<file path="src/rtl/div_result_collector_pkg.sv">
// ============================================================================
// Module      : fib_defs (package)
// Description : Shared definitions for the Fibonacci divider result path:
//               default operand width, converter state encodings and the
//               Fibonacci seed constants used by the serial converter.
// Revision    : 1.0 - initial release
// ============================================================================
`default_nettype none

package fib_defs;

    localparam int W_DEFAULT = 32;

    // Weights of remainder bits 0 and 1: F(2) and F(3)
    localparam int F2 = 1;
    localparam int F3 = 2;

    typedef enum logic [1:0] {
        IDLE = 2'd0,
        CONV = 2'd1,
        PUSH = 2'd2
    } fib_state_t;

endpackage

`default_nettype wire

</file>
<file path="src/rtl/div_result_fifo.sv">
// ============================================================================
// Module      : div_result_fifo
// Description : Parameterised show-ahead FIFO. Head data reads as zero while
//               empty; a read on a full FIFO frees a slot for a same-cycle write.
// Revision    : 1.0 - initial release
// ============================================================================
`default_nettype none

module div_result_fifo #(
    parameter int DW    = 8,
    parameter int DEPTH = 4
) (
    input  logic          clk,
    input  logic          rst,
    input  logic          wr_en,
    input  logic [DW-1:0] wr_data,
    input  logic          rd_en,
    output logic [DW-1:0] rd_data,
    output logic          valid,
    output logic          full,
    output logic          wr_ok
);

    localparam int AW = $clog2(DEPTH);

    logic [AW:0]   r_wr_ptr;
    logic [AW:0]   r_rd_ptr;
    logic [DW-1:0] r_mem [DEPTH];

    logic w_empty;
    logic w_full;
    logic w_do_rd;
    logic w_do_wr;

    assign w_empty = (r_wr_ptr == r_rd_ptr);
    assign w_full  = ((r_wr_ptr ^ r_rd_ptr) == {1'b1, {AW{1'b0}}});
    assign w_do_rd = rd_en & ~w_empty;
    assign wr_ok   = ~w_full | w_do_rd;
    assign w_do_wr = wr_en & wr_ok;

    always_ff @(posedge clk or negedge rst) begin
        if (!rst) begin
            r_wr_ptr <= '0;
            r_rd_ptr <= '0;
        end else begin
            if (w_do_wr) r_wr_ptr <= r_wr_ptr + (AW+1)'(1);
            if (w_do_rd) r_rd_ptr <= r_rd_ptr + (AW+1)'(1);
        end
    end

    // When full, the write slot is the head being read this cycle; the read sees the old word.
    always_ff @(posedge clk) begin
        if (w_do_wr) r_mem[r_wr_ptr[AW-1:0]] <= wr_data;
    end

    assign rd_data = w_empty ? '0 : r_mem[r_rd_ptr[AW-1:0]];
    assign valid   = ~w_empty;
    assign full    = w_full;

endmodule

`default_nettype wire

</file>
<file path="src/rtl/div_result_collector.sv">
// ============================================================================
// Module      : div_result_collector
// Description : Captures divider results on the rising edge of div_done,
//               converts the Zeckendorf remainder to binary bit-serially and
//               queues {quot, rem_bin, rem_fib} behind a valid/ready port.
//               Optional macro ZECK_CHECK_EN adds an adjacent-ones check (m_err).
// Revision    : 1.0 - initial release
// ============================================================================
`default_nettype none

module div_result_collector
    import fib_defs::*;
#(
    parameter int W     = W_DEFAULT,
    parameter int DEPTH = 4
) (
    input  logic         clk,
    input  logic         rst,
    input  logic         div_done,
    input  logic [W-1:0] out_div,
    input  logic [W-1:0] out_yu_shu,
    output logic         busy,
    output logic         ovf,
    output logic         m_valid,
    input  logic         m_ready,
    output logic [W-1:0] m_quot,
    output logic [W-1:0] m_rem_bin,
    output logic [W-1:0] m_rem_fib,
    output logic         m_err,
    output logic         fifo_full
);

    localparam int KW = $clog2(W);
`ifdef ZECK_CHECK_EN
    localparam int EW = 3*W + 1;
`else
    localparam int EW = 3*W;
`endif

    fib_state_t    r_state;
    logic          r_done_q;
    logic          r_ovf;
    logic [W-1:0]  r_quot;
    logic [W-1:0]  r_rem_fib;
    logic [W-1:0]  r_rem_sh;
    logic [W-1:0]  r_acc;
    logic [W:0]    r_fa;
    logic [W:0]    r_fb;
    logic [KW-1:0] r_k;
`ifdef ZECK_CHECK_EN
    logic          r_err;
    logic          r_prev;
`endif

    logic          w_start;
    logic          w_wr_ok;
    logic          w_fifo_wr;
    logic [EW-1:0] w_wr_data;
    logic [EW-1:0] w_rd_data;

    assign w_start   = div_done & ~r_done_q;
    assign w_fifo_wr = (r_state == PUSH);

    always_ff @(posedge clk or negedge rst) begin
        if (!rst) begin
            r_state   <= IDLE;
            r_done_q  <= 1'b0;
            r_ovf     <= 1'b0;
            r_quot    <= '0;
            r_rem_fib <= '0;
            r_rem_sh  <= '0;
            r_acc     <= '0;
            r_fa      <= '0;
            r_fb      <= '0;
            r_k       <= '0;
`ifdef ZECK_CHECK_EN
            r_err     <= 1'b0;
            r_prev    <= 1'b0;
`endif
        end else begin
            r_done_q <= div_done;
            if (w_start && (r_state != IDLE)) r_ovf <= 1'b1;

            case (r_state)
                IDLE: begin
                    if (w_start) begin
                        r_quot    <= out_div;
                        r_rem_fib <= out_yu_shu;
                        r_rem_sh  <= out_yu_shu;
                        r_acc     <= '0;
                        r_fa      <= (W+1)'(F2);
                        r_fb      <= (W+1)'(F3);
                        r_k       <= '0;
`ifdef ZECK_CHECK_EN
                        r_err     <= 1'b0;
                        r_prev    <= 1'b0;
`endif
                        r_state   <= CONV;
                    end
                end
                CONV: begin
                    // Accumulator kept at W bits: the sum is truncated to W regardless.
                    if (r_rem_sh[0]) r_acc <= r_acc + r_fa[W-1:0];
                    r_fa     <= r_fb;
                    r_fb     <= r_fa + r_fb;
                    r_rem_sh <= r_rem_sh >> 1;
                    r_k      <= r_k + KW'(1);
`ifdef ZECK_CHECK_EN
                    r_err    <= r_err | (r_rem_sh[0] & r_prev);
                    r_prev   <= r_rem_sh[0];
`endif
                    if (r_k == KW'(W-1)) r_state <= PUSH;
                end
                PUSH: begin
                    if (w_wr_ok) r_state <= IDLE;
                end
                default: r_state <= IDLE;
            endcase
        end
    end

`ifdef ZECK_CHECK_EN
    assign w_wr_data = {r_err, r_rem_fib, r_acc, r_quot};
    assign m_err     = w_rd_data[3*W];
`else
    assign w_wr_data = {r_rem_fib, r_acc, r_quot};
    assign m_err     = 1'b0;
`endif

    div_result_fifo #(
        .DW    (EW),
        .DEPTH (DEPTH)
    ) u_fifo (
        .clk     (clk),
        .rst     (rst),
        .wr_en   (w_fifo_wr),
        .wr_data (w_wr_data),
        .rd_en   (m_ready),
        .rd_data (w_rd_data),
        .valid   (m_valid),
        .full    (fifo_full),
        .wr_ok   (w_wr_ok)
    );

    assign m_quot    = w_rd_data[W-1:0];
    assign m_rem_bin = w_rd_data[2*W-1:W];
    assign m_rem_fib = w_rd_data[3*W-1:2*W];
    assign busy      = (r_state != IDLE);
    assign ovf       = r_ovf;

endmodule

`default_nettype wire

</file>
<file path="config.mk">
export PLATFORM = sky130hd
export DESIGN_NAME = div_result_collector
export DESIGN_NICKNAME = d
export VERILOG_FILES = /design/src/rtl/div_result_collector_pkg.sv /design/src/rtl/div_result_fifo.sv /design/src/rtl/div_result_collector.sv
export SDC_FILE = /design/constraint.sdc
export NUM_CORES = 1
export LEC_CHECK = 0
export ABC_AREA = 1
export ABC_CLOCK_PERIOD_IN_PS = 9150
export BUFFER_PORTS_ARGS = -buffer_cell sky130_fd_sc_hd__buf_2
export CAP_MARGIN = 5
export CORE_MARGIN = 5
export CORE_UTILIZATION = 32
export DETAILED_ROUTE_END_ITERATION = 12
export GPL_TIMING_DRIVEN = 0
export PLACE_DENSITY = 0.49
export SKIP_CTS_REPAIR_TIMING = 1
export SYNTH_ARGS = -nofsm -noshare
export SYNTH_HDL_FRONTEND = slang
export SYNTH_SLANG_ARGS = --single-unit
</file>
<file path="constraint.sdc">
create_clock -name clk -period 9.15 [get_ports clk]
set_input_delay 0.915 -clock clk [delete_from_list [all_inputs] [get_ports clk]]
set_output_delay 0.915 -clock clk [all_outputs]
set_load 0.05 [all_outputs]
</file>
### Word level (Yosys, flattened, before mapping)

Memories as Yosys holds them, arrays and structs flattened.
Cells that the tools add are included.

* latch bits: 0
* input port bits: 68
* memories: 1
* ROM bits: 0
* flip-flop bits (word level): 209
* RAM bits: 384
* output and inout port bits: 101
* logic and storage cells: 61

* reductions and logical operators: 8
* bitwise logic cells: 8
* multiplexer cells: 18
* shift operators: 0
* equality and inequality tests: 9
* add/sub/neg operators: 5
* div/mod/pow operators: 0
* magnitude comparators: 0
* $mul: 0

Memory list
* u_fifo.r_mem: depth 4, bits a word 96, rd ports 1, clocked after memory_dff 0, wr ports 1, line div_result_fifo.sv:28 `logic [DW-1:0] r_mem [DEPTH];`

Operators by type and width (count)
* case mux 33 bit (2 select lines): 2
* case mux 32 bit (2 select lines): 2
* two-way mux 32 bit: 3
* two-way mux 96 bit: 1
* two-way mux 33 bit: 2
* adder 33 bit: 1
* adder 32 bit: 1
* case mux 5 bit (2 select lines): 1
* != test 2 bit, second input constant: 4
* adder 3 x 1 -> 3 bit, second input constant: 2
* two-way mux 2 bit: 3
* case mux 2 bit (3 select lines): 1
* AND reduction 3 bit: 2
* adder 5 x 1 -> 5 bit, second input constant: 1
* == test 5 bit, second input constant: 1
* two-way mux 5 bit: 1
* AND reduction 2 bit: 2
* nonzero test 2 bit: 2
* AND 1 bit: 3
* == test 3 bit: 1
* == test 3 bit, second input constant: 1
* inverter 1 bit: 3
* bitwise XOR 3 bit: 1
* == test 2 x 1 -> 1 bit, second input constant: 1
* 5 further kinds: 6

### Logic depth before layout (Yosys ltp)

Gate-level depths: netlist (run 1).

* word-level depth: 7
* gate-level depth with buffers: 14
* gate-level depth less buffers: 14

### Modules after synthesis

Synthesis (run 1) repeated with hierarchy kept, for this count alone.

* cell total of the unflattened synthesis: 2980
* area, all modules: 27555.2 um^2

By module, submodules not included
* div_result_fifo: sequential area each 11681.2 um^2, area each 15337.2 um^2, cells each 1190, times used 1
* div_result_collector: sequential area each 5029.8 um^2, area each 12218.0 um^2, cells each 1790, times used 1

### Worst setup path before layout (run 1)

OpenSTA, ideal clock, no wires.

* kind: input to register
* start point: in m_ready
* end point: mem u_fifo.r_mem[0][0] in the netlist's numbering (enable)
* buffers on the path: 0
* arrival time: 5194 ps
* required time: 8598 ps
* library setup time: 552 ps
* slack: 3404 ps
* stages: 4
* path through: nand2_2 nand2_2 nand3_4 nor2_1

* longest elaborated chain between the ends: 5

Ends and longest elaborated chain
* start, declared: line div_result_collector.sv:25 `input logic m_ready,`
* AND 1 bit: line div_result_fifo.sv:37 `assign w_do_rd = rd_en & ~w_empty;`
* OR 1 bit: line div_result_fifo.sv:38 `assign wr_ok = ~w_full | w_do_rd;`
* AND 1 bit: line div_result_fifo.sv:39 `assign w_do_wr = wr_en & wr_ok;`
* two-way mux 1 bit: line div_result_fifo.sv:53 `if (w_do_wr) r_mem[r_wr_ptr[AW-1:0]] <= wr_data;`
* two-way mux 1 bit (implied by the code): line div_result_fifo.sv:53
* end, declared: line div_result_fifo.sv:28

No other way between the ends.

### Final worst setup path (run 1)

* start point: reg u_fifo.r_rd_ptr[1]
* end point: out m_rem_bin[20]

* longest elaborated chain between the ends: 2
* elaborated cells between the ends (all ways): 3

Ends and longest elaborated chain
* start, declared: line div_result_fifo.sv:27 `logic [AW:0] r_rd_ptr;`
* start signal, assigned: line div_result_fifo.sv:47 `if (w_do_rd) r_rd_ptr <= r_rd_ptr + (AW+1)'(1);`
* memory read (4 x 96 bit) or == test 3 bit (tied branches)
* two-way mux 96 bit (*): line div_result_fifo.sv:56 `assign rd_data = w_empty ? '0 : r_mem[r_rd_ptr[AW-1:0]];`
* end, declared: line div_result_collector.sv:27 `output logic [W-1:0] m_rem_bin,`

Every way passes the cells marked *; elsewhere a longest branch is shown, timed or not.

==> results of run 1 <==
==> synth_stat cells (6+ instances only) <==
cell type,count,area [sq um]
dfrtp_1,207,5180
xnor2_1,6,52.6
o21ai_0,144,721
buf_1,7,26.3
nor2_1,381,1430
o21ai_1,17,85.1
o32ai_1,96,841
buf_2,49,245
clkbuf_1,44,165
edfxtp_1,384,11500
nand2_1,934,3510
inv_1,374,1400
o22ai_1,6,37.5
nor3_1,6,30.0
ha_1,69,863
a22o_1,14,123
nand3_1,111,556
nand3b_1,6,45.0
buf_4,14,105
xor2_1,8,70.1
a21oi_1,61,305
==> cells in the final DEF (no fill, tap or decap), drive strengths merged <==
| master | n |
|---|---|
| a21oi | 61 |
| fa | 2 |
| nand3b | 6 |
| bufinv | 6 |
| nor2 | 385 |
| xor2 | 8 |
| a22o | 14 |
| o21bai | 4 |
| o32ai | 96 |
| buf | 256 |
| clkinvlp | 2 |
| o31ai | 1 |
| or2 | 2 |
| and2 | 2 |
| xnor2 | 6 |
| o21ai | 161 |
| o22ai | 6 |
| edfxtp | 384 |
| nand4 | 2 |
| clkbuf | 142 |
| a22oi | 1 |
| inv | 383 |
| nand2 | 936 |
| diode | 1 |
| nand3 | 113 |
| nor3 | 6 |
| conb | 1 |
| ha | 69 |
| a21o | 4 |
| clkinv | 16 |
| dfrtp | 207 |
==> layout make-up <==
cell class / count / area, sq um
clock buffer: 98 / 1940
antenna: 1 / 2.50
buffer: 114 / 542
multi-input combinational: 1886 / 8920
timing repair buffer: 186 / 1290
inverter: 378 / 1420
tap: 1144 / 1430
fill: 8667 / 52600
clock inverter: 29 / 388
sequential: 591 / 16700
==> through the flow <==
stage,setup TNS (ns),instances
3_5_place_dp,0,4299
3_3_place_gp,-167.37,4280
5_1_grt,0,4426
6_report,0,4427
4_1_cts,0,4426
2_1_floorplan,0,2969
==> flip-flops by register name (all words and copies together) (netlist names) <==
name,count
r_acc,32
u_fifo.r_rd_ptr,3
r_fa,32
u_fifo.r_mem,384
r_rem_sh,32
r_state,2
r_k,5
u_fifo.r_wr_ptr,3
r_fb,32
r_quot,32
r_rem_fib,32
r_done_q,1
ovf,1
==> per-layer routing <==
layer	routed length, um	part of all wire
met1	35900	0.46
met2	37500	0.48
met3	2950	0.038
met4	1460	0.019
met5	0	0
==> kinds of logic (layout without fill, tap and decap cells) <==
family | count (synthesis) | after routing | synth area share
flops | 591 | 591 | 0.606
buf+inv | 492 | 805 | 0.0711
fa+ha+maj | 71 | 71 | 0.0328
compound gates | 348 | 348 | 0.0793
other cells | 1 | 2 | 0.000136
simple gates | 1452 | 1452 | 0.206
xor+xnor | 14 | 14 | 0.00445
==> worst register-to-register path: stages (launching register included) <==
cell	delay [ns]
dfrtp_1	0.49
xnor2_1	0.21
nand3_2	0.30
nand2_2	0.14
nand2_2	0.14
nand3_4	0.17
nor2_4	0.54
buf_12	0.26
buf_16	0.18
buf_16	0.18
buf_12	0.20
==> path summary, 6_finish.rpt <==
kind,startpoint,end,slack (ns),depth (start not counted)
hold / removal,rst,r_rem_fib[18],0.38,1
hold reg to reg,ovf,ovf,0.46,1
max in group asynchronous,rst,r_acc[4],7.65,2
setup reg to reg,u_fifo.r_rd_ptr[0],u_fifo.r_mem[1][69],6.00,10
min in group clk,div_done,r_done_q,0.43,1
setup / recovery,u_fifo.r_rd_ptr[1],m_rem_bin[20],5.11,6
==> report_power, final <==
part	internal [mW]	total, mW	leakage [nW]	switching, mW
Combinational	1.86	6.59	7.85	4.73
Clock	1.67	2.80	1.13	1.13
Sequential	3.53	4.05	6.03	0.518
==> out/results.txt, run 1 <==
Outcome: complete, no violations
DR vias/cell: 4.61
Core Region: 85300 sq um
Top_reg_cell synth: edfxtp_1
PwrDens: 412 nW/um^2
Total GRT Usage: 0.169
Post-Layout Inst Area: 32600 sq um
Post-placement cell area: 30300 sq um
I/O pin cnt: 169
CTS sink count: 591
DRC Markers: 0
Max Cap Violations: 0
Cell variety after synth: 36
Grt met2 use: 0.289
Final setup vio count: 0
GR Layer Usage met3: 0.0208
Core Rows: 107
Synth Net Count: 3108
Routed via count: 20.4k
Final worst slack: 5.11 ns
Largest stage delay, worst path: 0.72 ns
DR iter-0 viols: 1296
CP max stage cell: clkbuf_1
Pre-CTS setup slack: 5.74 ns
RSZ-0062 raised after global routing: false
Synthesized cell area: 27600 sq um
Num CTS Buffers: 69
Final Cycle Share: 0.441
GP Congestion: 0.865
Total chip power: 13.4 mW
Critical setup path kind: reg -> out
Largest net degree at the start of global routing: 109
Post-synth EDFFs: 384
Number of buffers and inverters on the critical path: 4
Startpoint Class: register
Cell mode on critical path: clkbuf_1
Hold Slack: 0.376 ns
Crit Path Max Fanout: 10
CP required: 8.24 ns
Leakage: 15.0 nW
Detailed Route WL: 77.8 mm
CP Capture Type: output pin
Worst path arrival time: 3.12 ns
Max frequency: 0.248 GHz
Period minus WS final: 4.04 ns
Synth warn: 0
Die X: 304 um
Worst slew pin tran: 1.08 ns
Worst min-delay path category: in -> async
Synthesized flop and latch total: 591
Share of cells above drive strength 1: 0.114
Root buffer cell: clkbuf_16
Maximum VDD drop: 258 uV
Clk pin slew, worst setup/hold paths: 0.06 ns
Hpwl dp: 55.2 mm
Hold Violations, Final: 0
Later-pin clock latency in the skew report: 0.61 ns
Initial DRT Pass Iterations: 5
GR peak layer: met2
Die area: 92100 sq um
Clk buf depth: 3
Sequential area share after synthesis: 0.606
Final slew viol count: 0
Global route overflow: 0
Vias in the first global route: 20.4k
# nets final: 3365
Clock Skew: 0.0220 ns
Final Util: 0.383
Htree depth: 3
Wire per inst: 17.6 um
Cells along the critical path: clkbuf_1 -> clkbuf_1 -> o32ai_1 -> nand2_1 -> inv_1 -> buf_2
M1 GR Usage: 0.230
Antenna-violating nets left: 0
Crit-path leading delay family: buffers and inverters
Post-synth ARST share: 0.350
CTS tree: done
Worst relative slew slack: 0.278
Die height: 304 um
Avg Cell Area, Syn: 9.29 sq um
Initial antenna violation count: 1
Cells after synthesis: 2969
Area delta synth->final: 18.4%
First-pass GRT wire length: 120 mm
Port Buffers: 167
Starting Density: 0.323
Note: power is estimated with default switching activity, not from simulation.
==> inputs of run 2 (changes only) <==
--- a/config.mk
+++ b/config.mk
@@ -6,14 +6,14 @@
 export NUM_CORES = 1
 export LEC_CHECK = 0
 export ABC_AREA = 1
-export ABC_CLOCK_PERIOD_IN_PS = 9150
+export ABC_CLOCK_PERIOD_IN_PS = 3600
 export BUFFER_PORTS_ARGS = -buffer_cell sky130_fd_sc_hd__buf_2
 export CAP_MARGIN = 5
 export CORE_MARGIN = 5
 export CORE_UTILIZATION = 32
 export DETAILED_ROUTE_END_ITERATION = 12
 export GPL_TIMING_DRIVEN = 0
-export PLACE_DENSITY = 0.49
+export PLACE_DENSITY = 0.51
 export SKIP_CTS_REPAIR_TIMING = 1
 export SYNTH_ARGS = -nofsm -noshare
 export SYNTH_HDL_FRONTEND = slang
==> constraint.sdc (replaced) <==
create_clock -name clk -period 3.6 [get_ports clk]
set_input_delay 0.36 -clock clk [delete_from_list [all_inputs] [get_ports clk]]
set_output_delay 0.36 -clock clk [all_outputs]
set_load 0.05 [all_outputs]
==> run 2 against run 1 <==
  * Global-route usage is 0.45 points lower
  * Critical path depth rose by 2
  * Flip-flop and latch count unchanged
  * Combinational power rose to 2.5 times the previous value
  * Sequential power increased to 2.5 times the previous value
  * Clock power is 140% higher
  * Clock skew rose by 0.0064 ns
  * Count of clock-buffer cells in the layout shrank 15
  * Total power increased to 2.5 times the previous value
  * Via count is 0.70% higher
  * First-iteration DRC count down 11%
  * Setup slack worse by 5.0 ns
==> out/results.txt, run 2 (synthesis gave the netlist of run 1 again) <==
Num CTS Buffers: 60 (-13%)
Later-pin clock latency in the skew report: 0.63 ns (+0.02 ns)
R2R Path Start: u_fifo.r_rd_ptr[0]
Crit Path Max Fanout: 10 (unchanged)
Largest net degree at the start of global routing: 93 (-15%)
Max Cap Violations: 0 (unchanged)
Routed via count: 20.6k (+0.70%)
Area delta synth->final: 20.0%
Antenna-violating nets left: 0 (unchanged)
Root buffer cell: clkbuf_16
Reg2Reg Setup Slack: 0.44 ns (-5.56 ns)
DR iter-0 viols: 1153 (-11%)
Most frequent cells in the layout: nand2_1, edfxtp_1, nor2_1
Worst Hold Depth: 3
RSZ-0062 raised after global routing: false
Vias in the first global route: 20.1k (-1.3%)
Hold Violations, Final: 0 (unchanged)
Post-placement cell area: 30400 sq um (+0.33%)
Outcome: complete, no violations
CP max stage cell: dfrtp_1
Filler cell count: 8580 (-1.0%)
Final worst slack: 0.162 ns (-4.95 ns)
Largest stage delay, worst path: 0.55 ns (-0.17 ns)
Die X: 304 um (unchanged)
Worst reg2reg path depth: 10 (unchanged)
CP required: 3.24 ns (-5.00 ns)
Final slew viol count: 0 (unchanged)
Leakage: 15.2 nW (+1.2%)
Clk buf depth: 3 (unchanged)
DR vias/cell: 4.60 (-0.16%)
Psw: 16.0 mW (+150%)
Worst r2r dst: u_fifo.r_mem[2][66]
Ant diodes: 0 (-1)
Number of buffers and inverters on the critical path: 5 (+1)
CTS sink count: 591 (unchanged)
First-pass GRT wire length: 118 mm (-2.4%)
Core Region: 85300 sq um (unchanged)
Die area: 92100 sq um (unchanged)
Total chip power: 33.8 mW (+150%)
# nets final: 3409 (+1.3%)
Worst Hold Path EP: r_quot[9]
Starting Density: 0.323 (unchanged)
Final setup vio count: 0 (unchanged)
Final Cycle Share: 0.955
Placed Instances: 4301 (+0.047%)
Worst path arrival time: 3.08 ns (-0.04 ns)
Period minus WS final: 3.44 ns
Global route overflow: 0 (unchanged)
Clock Skew: 0.0284 ns (+0.00641 ns)
Switching Fraction: 0.474 (-0.000979)
Number of flip-flops in the largest register: 384 (unchanged)
Startpoint Class: register
CP Capture Type: output pin
Worst min-delay path category: in -> reg
Maximum VDD drop: 657 uV (+150%)
Share of cells above drive strength 1: 0.110 (-0.00404)
Core Rows: 107 (unchanged)
Port Buffers: 167 (unchanged)
Fin cells: 4465 (+0.86%)
Pint: 17.8 mW (+150%)
Hpwl dp: 55.1 mm (about the same)
Detailed Route WL: 77.5 mm (-0.38%)
Combinational power share: 0.496 (+0.005)
Clock power share: 0.199 (-0.009)
PwrDens: 1020 nW/um^2 (+150%)
Total GRT Usage: 0.165 (-0.00455)
CTS tree: done
Pre-CTS setup slack: 0.409 ns (-5.33 ns)
Reg power frac: 0.304 (+0.003)
Hold Slack: 0.00644 ns (-0.370 ns)
Die height: 304 um (unchanged)
Wire per inst: 17.4 um (-1.2%)
Post-Layout Inst Area: 33100 sq um (+1.4%)
GP Congestion: 0.871 (+0.75%)
Initial antenna violation count: 0 (-1)
Clk pin slew, worst setup/hold paths: 0.06 ns (about the same)
Most common cell after layout, fill and taps aside: nand2_1
Max frequency: 0.291 GHz
Worst slew pin tran: 0.962 ns (-0.120 ns)
Worst hold start: out_div[9]
DRC Markers: 0 (unchanged)
Critical setup path kind: reg -> out
I/O pin cnt: 169 (unchanged)
Cells along the critical path: buf_4 -> buf_4 -> buf_2 -> nor2_1 -> o32ai_1 -> nand2_1 -> inv_1 -> buf_2
Initial DRT Pass Iterations: 5 (unchanged)
Setup TNS Final: 0 ns (unchanged)
Worst relative slew slack: 0.358 (+0.0803)
Crit-path leading delay family: buffers and inverters
Final Util: 0.388 (+0.00525)
Htree depth: 2 (-1)
==> run 2: power by group through the flow <==
stage               clock network [mW]  registers [mW]  logic, mW
global placement                     0            10.4       16.8
detailed placement                   0            10.4       16.9
finish                            6.74            10.3       16.8
global route                      7.17            10.5       18.8
CTS                               6.88            10.3       17.0
floorplan                            0            9.85       12.3
==> run 2: layout make-up <==
cell class / instances / area, sq um / share of cell area
Sequential cell: 591 / 16700 / 0.505
Multi-Input combinational cell: 1886 / 8920 / 0.270
Timing Repair Buffer: 239 / 1900 / 0.0573
Clock buffer: 83 / 1690 / 0.0511
Tap cell: 1144 / 1430 / 0.0433
Inverter: 378 / 1420 / 0.0429
Buffer: 114 / 548 / 0.0166
Clock inverter: 30 / 468 / 0.0141
==> run 2: worst max path at each step <==
| stage | endpoint | start | cells after the start | slack (ns) |
|---|---|---|---|---|
| finish | m_rem_bin[22] | u_fifo.r_rd_ptr[0] | 8 | 0.16 |
| detailed placement | u_fifo.r_mem[2][69] | u_fifo.r_rd_ptr[0] | 10 | 0.41 |
| global placement | u_fifo.r_mem[0][69] | u_fifo.r_rd_ptr[0] | 6 | -3.22 |
| floorplan | u_fifo.r_mem[0][0] | u_fifo.r_rd_ptr[2] | 5 | -0.52 |
| global route | m_rem_bin[22] | u_fifo.r_rd_ptr[0] | 8 | 0.01 |
| CTS | m_rem_bin[20] | u_fifo.r_rd_ptr[0] | 9 | 0.11 |
==> run 2: worst reg2reg max path, cell delays in order, from the launching register on <==
cell and delay [ns]:
dfrtp_1 0.51, xnor2_1 0.21, nand3_2 0.30, nand2_2 0.15, nand2_2 0.14, nand3_4 0.17, nor2_4 0.54, buf_16 0.25
buf_12 0.20, buf_16 0.18, buf_16 0.18
==> run 2: layer usage <==
metal / vias up / routed length [um] / GRT usage
met2: 338 / 38000 / 0.288
met5: - / 0 / 0
li1: 10300 / - / -
met3: 83 / 3200 / 0.0230
met4: 0 / 1470 / 0.0363
met1: 9839 / 34900 / 0.219
==> inputs of run 3 (changes only) <==
--- a/config.mk
+++ b/config.mk
@@ -9,7 +9,7 @@
 export ABC_CLOCK_PERIOD_IN_PS = 3600
 export BUFFER_PORTS_ARGS = -buffer_cell sky130_fd_sc_hd__buf_2
 export CAP_MARGIN = 5
-export CORE_MARGIN = 5
+export CORE_MARGIN = 1
 export CORE_UTILIZATION = 32
 export DETAILED_ROUTE_END_ITERATION = 12
 export GPL_TIMING_DRIVEN = 0
==> run 3 against run 2 <==
  * The run now ends with hold timing left
  * Sequential power is essentially flat
  * First-iteration DRC count grew 29%
  * Total power shrank 0.88%
  * Global-route usage grew 0.92 points
  * Hold slack lost 0.015 ns
  * Via count shrank 0.12%
  * Clock skew grew 0.0036 ns
  * Setup slack lost 0.036 ns
  * Critical endpoint unchanged
  * Largest cell class unchanged
  * Critical path type unchanged
==> out/results.txt, run 3 (synthesis gave the netlist of run 1 again) <==
Crit-path leading delay family: buffers and inverters
Antenna-violating nets left: 0 (unchanged)
Max frequency: 0.288 GHz (-1.0%)
CP startpoint: u_fifo.r_rd_ptr[0]
GP Congestion: 0.860 (-1.3%)
Global route overflow: 0 (unchanged)
Most frequent cells in the layout: nand2_1, edfxtp_1, nor2_1
Worst path arrival time: 3.11 ns (+0.03 ns)
Number of flip-flops in the largest register: 384 (unchanged)
Clock Skew: 0.0320 ns (+0.00359 ns)
Critical setup path kind: reg -> out
Clock power share: 0.194 (-0.005)
Later-pin clock latency in the skew report: 0.62 ns (about the same)
Largest net degree at the start of global routing: 96 (+3.2%)
Filler cell count: 8544 (-0.42%)
Area of the multi-input gates: 8920 sq um (unchanged)
Worst slew pin tran: 0.996 ns (+0.0334 ns)
Reg2Reg Setup Slack: 0.57 ns (+0.13 ns)
I/O pin cnt: 169 (unchanged)
Vias in the first global route: 19.7k (-1.8%)
Period minus WS final: 3.47 ns (+0.0356 ns)
Worst relative slew slack: 0.336 (-0.0223)
Final setup vio count: 0 (unchanged)
Largest stage delay, worst path: 0.49 ns (-0.06 ns)
Cells along the critical path: buf_4 -> inv_1 -> buf_2 -> buf_4 -> nor2_1 -> o32ai_1 -> nand2_1 -> inv_1 -> buf_2
Leakage: 15.0 nW (-0.99%)
Hold Slack: -0.00837 ns (-0.0148 ns)
CP Capture Type: output pin
DR iter-0 viols: 1485 (+29%)
Share of cells above drive strength 1: 0.108 (-0.00121)
# nets final: 3399 (-0.29%)
Violated checks: hold timing
Psw: 16.0 mW (-0.48%)
CTS sink count: 591 (unchanged)
Setup TNS Final: 0 ns (unchanged)
R2R Path Start: u_fifo.r_rd_ptr[0]
Hold Violations, Final: 1 (+1)
Initial DRT Pass Iterations: 5 (unchanged)
Die area: 87300 sq um (-5.2%)
Hpwl dp: 54.2 mm (-1.7%)
Worst r2r dst: u_fifo.r_mem[1][37]
First-pass GRT wire length: 116 mm (-1.2%)
Reg power frac: 0.307 (+0.003)
CTS tree: done
Number of buffers and inverters on the critical path: 6 (+1)
Pint: 17.6 mW (-1.2%)
PwrDens: 1020 nW/um^2 (+0.11%)
Clk pin slew, worst setup/hold paths: 0.06 ns (about the same)
Maximum VDD drop: 606 uV (-7.7%)
Port Buffers: 167 (unchanged)
Startpoint Class: register
Num CTS Buffers: 61 (+1.7%)
Final Cycle Share: 0.965 (+0.00988)
Most common cell after layout, fill and taps aside: nand2_1
Max Cap Violations: 0 (unchanged)
Worst min-delay path category: in -> reg
Combinational power share: 0.499 (+0.003)
GR peak layer: met2
Die X: 296 um (-2.6%)
GR Layer Usage met3: 0.0204 (-0.00260)
Root buffer cell: clkbuf_16
Switching Fraction: 0.476 (+0.00192)
DR vias/cell: 4.61 (about the same)
Core Rows: 107 (unchanged)
Area delta synth->final: 18.8%
Core Region: 85300 sq um (unchanged)
Grt met2 use: 0.299 (+0.0105)
Reg area: 16700 sq um (unchanged)
Total GRT Usage: 0.174 (+0.00923)
Routed via count: 20.5k (-0.12%)
Worst reg2reg path depth: 9 (-1)
CP required: 3.24 ns (about the same)
Final worst slack: 0.126 ns (-0.0356 ns)
Final slew viol count: 0 (unchanged)
CP Depth: 9 (+1)
Starting Density: 0.323 (unchanged)
Final Util: 0.384 (-0.00383)
CP max stage cell: dfrtp_1
Ant diodes: 0 (unchanged)
RSZ-0062 raised after global routing: false
Htree depth: 2 (unchanged)
Clk buf depth: 3 (unchanged)
Wire per inst: 17.3 um (-0.57%)
M1 GR Usage: 0.232 (+0.0134)
Die height: 296 um (-2.6%)
Crit Path Max Fanout: 10 (unchanged)
Setup crit end: m_rem_bin[22]
DRC Markers: 0 (unchanged)
Pre-CTS setup slack: 0.550 ns (+0.141 ns)
Outcome: complete, but fails checks
Detailed Route WL: 76.9 mm (-0.77%)
Initial antenna violation count: 0 (unchanged)
## run 3: cell count changes in the layout (fill, tap and decap cells not counted), sizes merged
cell         before  now
clkinvlp          3    5
inv             379  380
clkbuf          129  130
clkinv           15   14
dlygate4sd3      51   43
buf             256  255
bufinv           11    8
## run 3: power by group through the flow
stage | clock, mW | combinational, mW | sequential [mW]
floorplan | 0 | 12.3 | 9.85
global placement | 0 | 16.8 | 10.4
detailed placement | 0 | 16.8 | 10.4
CTS | 6.65 | 16.9 | 10.3
global route | 6.90 | 18.7 | 10.5
finish | 6.52 | 16.7 | 10.3
## run 3: worst register-to-register path: stages (launching register included)
cell and delay (ns):
dfrtp_1 0.49, xnor2_1 0.21, nand3_2 0.29, nand2_2 0.15
nand2_2 0.14, nand3_4 0.17, nor2_4 0.57, buf_12 0.28
buf_12 0.21, buf_16 0.20
## run 3: worst min path at each step
| stage | endpoint | startpoint | cells past startpoint | slack (ns) |
|---|---|---|---|---|
| after floorplan | ovf | rst | 0 | 0.06 |
| after global placement | ovf | ovf | 1 | 0.44 |
| after detailed placement | r_rem_sh[6] | rst | 1 | 0.27 |
| after CTS | r_rem_sh[6] | rst | 1 | -0.38 |
| after global routing | r_rem_fib[6] | out_yu_shu[6] | 3 | 0.002 |
| final | r_rem_fib[6] | out_yu_shu[6] | 3 | -0.008 |
## run 3: per-stage QoR
stage,area [sq um],total power [mW],instances
after floorplan,27600,22.1,2969
after global placement,29800,27.1,4280
after detailed placement,30300,27.3,4298
after CTS,32300,33.8,4413
after global routing,32800,36.1,4456
final,32800,33.5,4456
## run 3: area by class of cell
class,count,share of cell area
Buffer,114,0.0165
Clock buffer,86,0.0519
Clock inverter,29,0.0112
Multi-Input combinational cell,1886,0.272
Timing Repair Buffer,228,0.0509
Sequential cell,591,0.510
Tap cell,1144,0.0437
Inverter,378,0.0433
## run 3: metal layers
metal / share of wire / vias to the layer above
li1: - / 10300
met3: 0.038 / 95
met5: 0 / -
met2: 0.49 / 368
met1: 0.46 / 9780
met4: 0.021 / 0
